<file path="config.mk">
export PLATFORM = sky130hd
export DESIGN_NAME = read_string
export DESIGN_NICKNAME = d
export VERILOG_FILES = /design/src/rtl/read_string_pkg.sv /design/src/rtl/byte_to_word_packer.sv /design/src/rtl/read_string.sv
export SDC_FILE = /design/constraint.sdc
export NUM_CORES = 1
export LEC_CHECK = 0
export CORE_ASPECT_RATIO = 1.2
export CORE_MARGIN = 2
export CORE_UTILIZATION = 40
export CTS_CLUSTER_DIAMETER = 60
export DETAILED_ROUTE_END_ITERATION = 12
export PLACE_DENSITY = 0.58
export SLEW_MARGIN = 20
export SYNTH_ARGS = -nofsm -noshare
export SYNTH_HDL_FRONTEND = slang
export SYNTH_SLANG_ARGS = --single-unit
</file>
<file path="constraint.sdc">
create_clock -name clk -period 6.95 [get_ports clk]
set_input_delay 1.39 -clock clk [delete_from_list [all_inputs] [get_ports clk]]
set_output_delay 1.39 -clock clk [all_outputs]
set_load 0.02 [all_outputs]
</file>
<file path="src/rtl/read_string_pkg.sv">
// ============================================================================
// Module      : read_string_pkg
// Description : Shared types and constants for the read_string syscall engine.
// Revision    : 1.0 - initial release
// ============================================================================
`default_nettype none

package read_string_pkg;

    typedef enum logic [1:0] {
        S_IDLE  = 2'd0,
        S_RECV  = 2'd1,
        S_FLUSH = 2'd2
    } state_t;

    localparam logic [7:0] NUL                 = 8'h00;
    localparam logic [7:0] c_default_term_char = 8'h0A;
    localparam int         c_lane_w            = 2;
    localparam int         c_lanes_per_word    = 4;

endpackage

`default_nettype wire

</file>
<file path="src/rtl/byte_to_word_packer.sv">
// ============================================================================
// Module      : byte_to_word_packer
// Description : Inserts a byte into a word lane, zero-fills the lanes above it
//               and flags when the top lane has been filled.
// Revision    : 1.0 - initial release
// ============================================================================
`default_nettype none

module byte_to_word_packer
    import read_string_pkg::*;
(
    input  logic [31:0]         i_word,
    input  logic [c_lane_w-1:0] i_lane,
    input  logic [7:0]          i_byte,
    output logic [31:0]         o_word,
    output logic                o_word_full
);

    // Zero-filling above the lane means a word never needs clearing between
    // uses, and the null terminator falls out of the same path for free.
    always_comb begin
        o_word = i_word;
        for (int k = 0; k < c_lanes_per_word; k++) begin
            if (c_lane_w'(k) == i_lane) begin
                o_word[8*k +: 8] = i_byte;
            end else if (c_lane_w'(k) > i_lane) begin
                o_word[8*k +: 8] = NUL;
            end
        end
        o_word_full = (i_lane == c_lane_w'(c_lanes_per_word - 1));
    end

endmodule

`default_nettype wire

</file>
<file path="src/rtl/read_string.sv">
// ============================================================================
// Module      : read_string
// Description : Console-input syscall engine: packs received characters four
//               per word into memory, then null-terminates the buffer.
//               Optional console echo under `READ_STRING_ECHO_EN`.
// Revision    : 1.0 - initial release
// ============================================================================
`default_nettype none

module read_string
    import read_string_pkg::*;
#(
    parameter logic [7:0] TERM_CHAR = c_default_term_char
) (
    input  logic        clk,
    input  logic        reset,
    input  logic        start,
    input  logic [31:0] a0,
    input  logic [31:0] a1,
    input  logic [7:0]  rx_char,
    input  logic        rx_valid,
    output logic        rx_ready,
    output logic        mem_wr_en,
    output logic [31:0] mem_addr,
    output logic [31:0] mem_wdata,
    output logic        busy,
    output logic        done,
    output logic [31:0] count
);

    state_t      r_state, w_state_nxt;
    logic [31:0] r_base, w_base_nxt;
    logic [31:0] r_limit, w_limit_nxt;
    logic [31:0] r_word, w_word_nxt;
    logic        w_rx_ready_nxt, w_wr_en_nxt, w_busy_nxt, w_done_nxt;
    logic [31:0] w_addr_nxt, w_wdata_nxt, w_count_nxt;
    logic        w_accept, w_word_full, w_term;
    logic [7:0]  w_lane_byte;
    logic [31:0] w_packed, w_count_inc, w_word_addr;

    assign w_accept    = (r_state == S_RECV) && rx_valid && rx_ready;
    assign w_lane_byte = (r_state == S_RECV) ? rx_char : NUL;
    assign w_count_inc = count + 32'd1;
    assign w_word_addr = r_base + {count[31:2], 2'b00};
    assign w_term      = (rx_char == TERM_CHAR) || (w_count_inc == r_limit);

    byte_to_word_packer u_packer (
        .i_word      (r_word),
        .i_lane      (count[c_lane_w-1:0]),
        .i_byte      (w_lane_byte),
        .o_word      (w_packed),
        .o_word_full (w_word_full)
    );

    always_comb begin
        w_state_nxt    = r_state;
        w_base_nxt     = r_base;
        w_limit_nxt    = r_limit;
        w_word_nxt     = r_word;
        w_rx_ready_nxt = rx_ready;
        w_wr_en_nxt    = 1'b0;
        w_addr_nxt     = mem_addr;
        w_wdata_nxt    = mem_wdata;
        w_busy_nxt     = busy;
        w_done_nxt     = 1'b0;
        w_count_nxt    = count;

        case (r_state)
            S_IDLE: begin
                if (start) begin
                    w_base_nxt  = {a0[31:2], 2'b00};
                    w_limit_nxt = a1 - 32'd1;
                    w_count_nxt = 32'd0;
                    if (a1 == 32'd0) begin
                        w_done_nxt = 1'b1;
                    end else if (a1 == 32'd1) begin
                        w_state_nxt = S_FLUSH;
                        w_busy_nxt  = 1'b1;
                    end else begin
                        w_state_nxt    = S_RECV;
                        w_busy_nxt     = 1'b1;
                        w_rx_ready_nxt = 1'b1;
                    end
                end
            end

            S_RECV: begin
                if (w_accept) begin
                    w_word_nxt  = w_packed;
                    w_count_nxt = w_count_inc;
                    if (w_word_full || w_term) begin
                        w_wr_en_nxt = 1'b1;
                        w_addr_nxt  = w_word_addr;
                        w_wdata_nxt = w_packed;
                    end
                    if (w_term) begin
                        w_rx_ready_nxt = 1'b0;
                        // A partial word already carries the null in the lane
                        // above the terminator, so the flush write is this one.
                        if (w_word_full) begin
                            w_state_nxt = S_FLUSH;
                        end else begin
                            w_state_nxt = S_IDLE;
                            w_done_nxt  = 1'b1;
                            w_busy_nxt  = 1'b0;
                        end
                    end
                end
            end

            S_FLUSH: begin
                w_wr_en_nxt = 1'b1;
                w_addr_nxt  = w_word_addr;
                w_wdata_nxt = w_packed;
                w_done_nxt  = 1'b1;
                w_busy_nxt  = 1'b0;
                w_state_nxt = S_IDLE;
            end

            default: begin
                w_state_nxt    = S_IDLE;
                w_rx_ready_nxt = 1'b0;
                w_busy_nxt     = 1'b0;
            end
        endcase
    end

    always_ff @(posedge clk or posedge reset) begin
        if (reset) begin
            r_state   <= S_IDLE;
            r_base    <= 32'd0;
            r_limit   <= 32'd0;
            r_word    <= 32'd0;
            rx_ready  <= 1'b0;
            mem_wr_en <= 1'b0;
            mem_addr  <= 32'd0;
            mem_wdata <= 32'd0;
            busy      <= 1'b0;
            done      <= 1'b0;
            count     <= 32'd0;
        end else begin
            r_state   <= w_state_nxt;
            r_base    <= w_base_nxt;
            r_limit   <= w_limit_nxt;
            r_word    <= w_word_nxt;
            rx_ready  <= w_rx_ready_nxt;
            mem_wr_en <= w_wr_en_nxt;
            mem_addr  <= w_addr_nxt;
            mem_wdata <= w_wdata_nxt;
            busy      <= w_busy_nxt;
            done      <= w_done_nxt;
            count     <= w_count_nxt;
        end
    end

`ifdef READ_STRING_ECHO_EN
    always_ff @(posedge clk) begin
        if (!reset && w_accept) begin
            $write("%s", rx_char);
        end
        if (!reset && w_done_nxt) begin
            $display("");
        end
    end
`endif

endmodule

`default_nettype wire
</file>
==> out/metrics.cfg, run 1 <==
[placement]
final_hpwl_from_detailed_placement_um = 23200
io_buffer_count = 171
detailedPlace.worstSlack_ps = 2440
place_congestion = 0.899
dpl_cell_area_um2 = 13300
placedCellCount = 1673

[clock_network]
clock_tree.buffer_depth = 2
cts_inserted_buffers = 17
cts_hold_buf = 0
post_cts.repair.setup_buffers = 0
path_clk_slew_ps = 70
cts.sink_count = 186
cts.root.buffer_cell = clkbuf_16
ctsHtreeMaxLevel = 4
cts_tree = built
clock_latency_ps = 450
cts.repair.resized = 0

[critical_path]
startpoint_type_of_the_worst_setup_path = flop
cp_slowest_stage_delay_ps = 640
timing.critical_path.cells = ha_1 > inv_1 > nor3_1 > a2111oi_0 > o21ai_0 > a221oi_1 > o211ai_1 > o21ai_2 > o21ai_4 > buf_4 > mux2_4
worst_reg_to_reg_setup_slack_ps = 2370
endpoint_kind = flop
worst_r2r_startpoint = count[0]
cp_data_required_time_ps = 7280
worstPathMaxFanout = 35
timing.reg2reg.worst_path_depth = 11
worst_path_max_delay_cell = ha_1
crit_path_arrival_time_ps = 4910
reg2reg_to = mem_wdata[15]
critPathKind = flop to flop

[floorplanning]
die_w_um = 157
core-area_um2 = 27800
ioPinCount = 176
die_h_um = 188
initial_utilization_pct = 40.5
rows = 67
dieArea_um2 = 29500

[power]
powerDensity_nw_per_um2 = 328
p_leak_nw = 6.00
peakVddDrop_mv = 0.123
finalPower_mw = 4.55

[layout]
layout.core_utilization_pct = 49.9
nets = 1430
insertedDiodeCount = 0
layout-drive-gt1-share_pct = 10.0
stdcell_area_um2 = 13900
area.growth.synth_to_final_pct = 23.2
layoutNonFillerInstCount = 1705
nFillCells = 2699

[routing]
dr.pass1.iters = 5
postRouteAntennaNets = 0
first_iter_violations = 506
num_vias = 9174
drt-wirelength-per-cell_um = 18.0
detail_route.drc_violations = 0
routed_wirelength_um = 30600
via_per_inst = 5.38

[sta]
worst_slew_margin_rel_pct = 39.4
fin_tns_setup_ps = 0
setup_viol = 0
hold_violations = 0
setup_slack_ps = 2370
post-route-period-util_pct = 65.9
worst_clock_skew_ps = 14.0
tightest_slew_ps = 900
maxClockFrequency_mhz = 218
finalMaxSlewViolations = 0
final.min_clock_period_ps = 4580
finalHoldWorstSlack_ps = 484
rsz_0062_raised_after_global_routing = false

[grt]
groute.usage.overall_pct = 21.3
grt_antenna_before_repair = 0
grt_remaining_overflow = 0
grt_start_max_net_pins = 87
grt_pass1_wl_um = 48800
grt_pass1_vias = 8850

[logic_synthesis]
post-synth-top-count-cell = dfrtp_1
most_instantiated_flip_flop_cell_in_the_synthesis_netlist = dfrtp_1
ys_warn_count = 0
synth_fa_ha_area_share_pct = 4.62
yosys_register_bits = 186
synth_enable_flop_cells = 0
avgSynthCellArea_um2 = 9.67
synth.top_cells.by_count = dfrtp_1 (186), nand2_1 (129), o21ai_0 (125)
synth_compound_area_share_pct = 15.3
synth.mux.area_fraction_pct = 10.4
synth-async-reset-ratio_pct = 100
post-synth-top-area-cell = dfrtp_1
synth_cells = 1166
synth-xor-area-share_pct = 7.44
seq_area_frac_synth_pct = 41.3
netlist_area_um2 = 11300
synth_simple_gate_area_share_pct = 17.3
synth_top_family_by_area = simple AND/OR/NAND/NOR gates
synthDominantCellAreaShare_pct = 41.3
synth_cell_type_count = 72
synth_area_leaders = dfrtp_1 (41%), mux2_4 (6.5%), o21ai_0 (5.6%)

[min_path]
startpoint_of_the_tightest_hold_check_path = r_word[5]
hold_path_depth = 2
min_to = r_word[5]
timing.hold.worst.class = flop to flop

[outcome]
outcome = completed

[flow_run]
timing.max_cap.violations = 0

worst max-delay path by stage:
stage	startpoint	endpoint	slack [ps]	depth (start not counted)
global placement	a1[7]	busy	2470	9
CTS	count[0]	mem_addr[20]	2420	11
finish	count[0]	mem_wdata[15]	2370	11
global route	count[0]	mem_addr[20]	2140	11
detailed placement	a1[7]	busy	2440	9
floorplan	reset	busy	500	1
power breakdown:
group,internal (mW),total [mW],switching [mW],leakage [nW]
logic,0.873,1.89,1.02,3.28
registers,1.43,1.67,0.249,2.44
clock network,0.545,0.988,0.443,0.282
total,2.84,4.55,1.71,6.00
routing by layer:
layer	track usage [%]	wire length [um]
met5	0	0
met4	6.85	690
met3	3.10	1260
met2	36.1	15000
met1	28.0	13600
sequential cells by signal (all words and copies together), names as in the netlist:
| register | flops |
|---|---|
| done | 1 |
| r_base | 30 |
| mem_wdata | 32 |
| count | 32 |
| rx_ready | 1 |
| mem_addr | 30 |
| mem_wr_en | 1 |
| busy | 1 |
| r_limit | 32 |
| r_state | 2 |
| r_word | 24 |
cell usage in the layout, fill, tap and decap left out, types with 36 or more instances in the layout:
cell type,n
nor2_1,72
ha_1,40
clkdlybuf4s50_1,171
dfrtp_1,186
nand3_1,38
xnor2_1,63
nand2_1,129
mux2_4,49
inv_1,36
o21ai_0,124
cells by family (layout without fill, tap and decap cells):
group           after synthesis  count (layout)
compound gates              270             270
xor+xnor                     94              94
fa+ha+maj                    41              41
buf+inv                      93             252
flops                       186             186
mux                          89              89
other cells                   1               2
simple gates                392             392
layout make-up:
type                       count  area (um2)  share of cell area [%]
clock buffer                  20         447                    3.22
clock inverter                12         144                    1.04
inverter                      37         144                    1.04
multi-input combinational    888        6220                    44.8
sequential                   186        4650                    33.5
tap                          379         474                    3.42
timing repair buffer         183        1800                    13.0
critical path: cells and delay by family (launching register included):
kind / cells / cell delay [ps]
AOI/OAI and AO/OA: 6 / 1370
buffers and inverters: 2 / 1010
adders and majority gates: 1 / 640
DFF: 1 / 620
and+or+nand+nor: 1 / 430
muxes: 1 / 340
Power figures use the tool's default switching activity.
==> run 2: changes to the inputs <==
==> constraint.sdc (replaced) <==
create_clock -name clk -period 4.3 [get_ports clk]
set_input_delay 0.86 -clock clk [delete_from_list [all_inputs] [get_ports clk]]
set_output_delay 0.86 -clock clk [all_outputs]
set_load 0.02 [all_outputs]
==> run 2 against run 1 <==
  * Global-route usage fell by 0.28 points
  * Non-clock buffer count rose by 38
  * Design area rose by 2.3%
  * Flip-flop and latch count did not move
  * Critical path type unchanged
  * Largest cell class unchanged
  * Largest power group unchanged
==> out/metrics.cfg, run 2 (synthesis gave the netlist of run 1 again) <==
[power]
powerDensity_nw_per_um2 = 524
peakVddDrop_mv = 0.197
p_leak_nw = 6.20

[critical_path]
critPathKind = flop to flop
timing.reg2reg.worst_path_depth = 13
reg2reg_to = mem_addr[8]
startpoint_type_of_the_worst_setup_path = flop
crit_path_arrival_time_ps = 4170
worstPathMaxFanout = 50
worst_reg_to_reg_setup_slack_ps = 450
worst_r2r_startpoint = count[1]
endpoint_kind = flop
cp_data_required_time_ps = 4620

[clock_network]
path_clk_slew_ps = 70
cts_tree = built
clock_tree.buffer_depth = 2
cts.sink_count = 186
clock_latency_ps = 440
cts.repair.resized = 0
cts_inserted_buffers = 17
cts_hold_buf = 0
post_cts.repair.setup_buffers = 0
ctsHtreeMaxLevel = 4
cts.root.buffer_cell = clkbuf_16

[placement]
place_congestion = 0.872
final_hpwl_from_detailed_placement_um = 23800
io_buffer_count = 171

[floorplanning]
die_w_um = 157
core-area_um2 = 27800
rows = 67
ioPinCount = 176
dieArea_um2 = 29500
die_h_um = 188
initial_utilization_pct = 40.5

[sta]
worst_slew_margin_rel_pct = 35.1
maxClockFrequency_mhz = 259
rsz_0062_raised_after_global_routing = false
finalMaxSlewViolations = 0
post-route-period-util_pct = 89.6
setup_viol = 0
fin_tns_setup_ps = 0
hold_violations = 0
finalHoldWorstSlack_ps = 478
tightest_slew_ps = 964
final.min_clock_period_ps = 3850
worst_clock_skew_ps = 18.6

[grt]
groute.usage.overall_pct = 21.0
grt_pass1_vias = 9007
grt_antenna_before_repair = 0
grt_remaining_overflow = 0
grt_pass1_wl_um = 48400
grt_start_max_net_pins = 106

[routing]
num_vias = 9287
postRouteAntennaNets = 0
via_per_inst = 5.33
routed_wirelength_um = 30900
detail_route.drc_violations = 0
first_iter_violations = 585
drt-wirelength-per-cell_um = 17.8
dr.pass1.iters = 5

[layout]
mostFrequentLayoutCell = dfrtp_1
nets = 1468
insertedDiodeCount = 0
area.growth.synth_to_final_pct = 26.1
largestRegisters = count: 32 flops, mem_wdata: 32 flops, r_limit: 32 flops
layout-drive-gt1-share_pct = 12.4
layout.cells.most_common_list = dfrtp_1 (186), clkdlybuf4s50_1 (171), nand2_1 (129)

[min_path]
timing.hold.worst.class = flop to flop
startpoint_of_the_tightest_hold_check_path = mem_wdata[24]
hold_path_depth = 1
min_to = mem_wdata[24]

[flow_run]
timing.max_cap.violations = 0

[outcome]
outcome = completed

[run 2: cell count changes in the layout (fill, tap and decap cells not counted), sizes merged]
cell and change:
buf +38, clkinv -3, bufinv +2, clkbuf -1, clkinvlp +1, inv -1
[run 2: layout make-up]
type | instances | area, um2
clock buffer | 19 | 433
clock inverter | 11 | 171
fill | 2646 | 13600
inverter | 37 | 143
multi-input combinational | 888 | 6220
sequential | 186 | 4650
tap | 379 | 474
timing repair buffer | 221 | 2110
[run 2: layer usage]
layer / wire, um / up-vias / global-route usage [%]
met2: 15300 / 269 / 36.2
met3: 1250 / 43 / 2.63
met4: 781 / 0 / 7.62
li1: - / 4567 / -
met5: 0 / - / 0
met1: 13600 / 4408 / 27.0
[run 2: per-stage QoR]
stage | worst slack (ps) | total power [mW] | utilization (%) | area, um2 | std cells
after floorplan | 867 | 4.74 | - | 11300 | 1167
after detailed placement | 545 | 5.83 | 48.9 | 13600 | 1711
after CTS | 468 | 7.50 | 51.1 | 14200 | 1741
final | 446 | 7.45 | 51.1 | 14200 | 1741
after global routing | 339 | 7.92 | 51.1 | 14200 | 1741
after global placement | 573 | 5.77 | 48.9 | 13600 | 1711
[run 2: worst max-delay path, stage by stage, from the launching register on]
cell	delay (ps)
dfrtp_1	380
buf_4	180
ha_1	200
buf_4	200
inv_1	230
nor3_1	140
a2111oi_0	430
o21ai_0	270
a221oi_1	380
o211ai_1	240
o21ai_2	290
o21ai_4	150
buf_12	240
mux2_4	340
[run 2: how the worst max path moves through the flow]
stage | start | to | cells past startpoint
2_1_floorplan | count[4] | mem_addr[10] | 12
3_3_place_gp | a1[7] | busy | 9
5_1_grt | count[1] | mem_wdata[12] | 13
6_report | count[1] | mem_addr[8] | 13
4_1_cts | count[1] | mem_addr[8] | 13
3_5_place_dp | count[1] | mem_addr[12] | 13
[run 2: where the power goes]
group	switching [mW]	total (mW)	internal, mW
Clock	0.679	1.65	0.969
Sequential	0.386	2.69	2.31
Combinational	1.67	3.11	1.43
Total	2.74	7.45	4.71
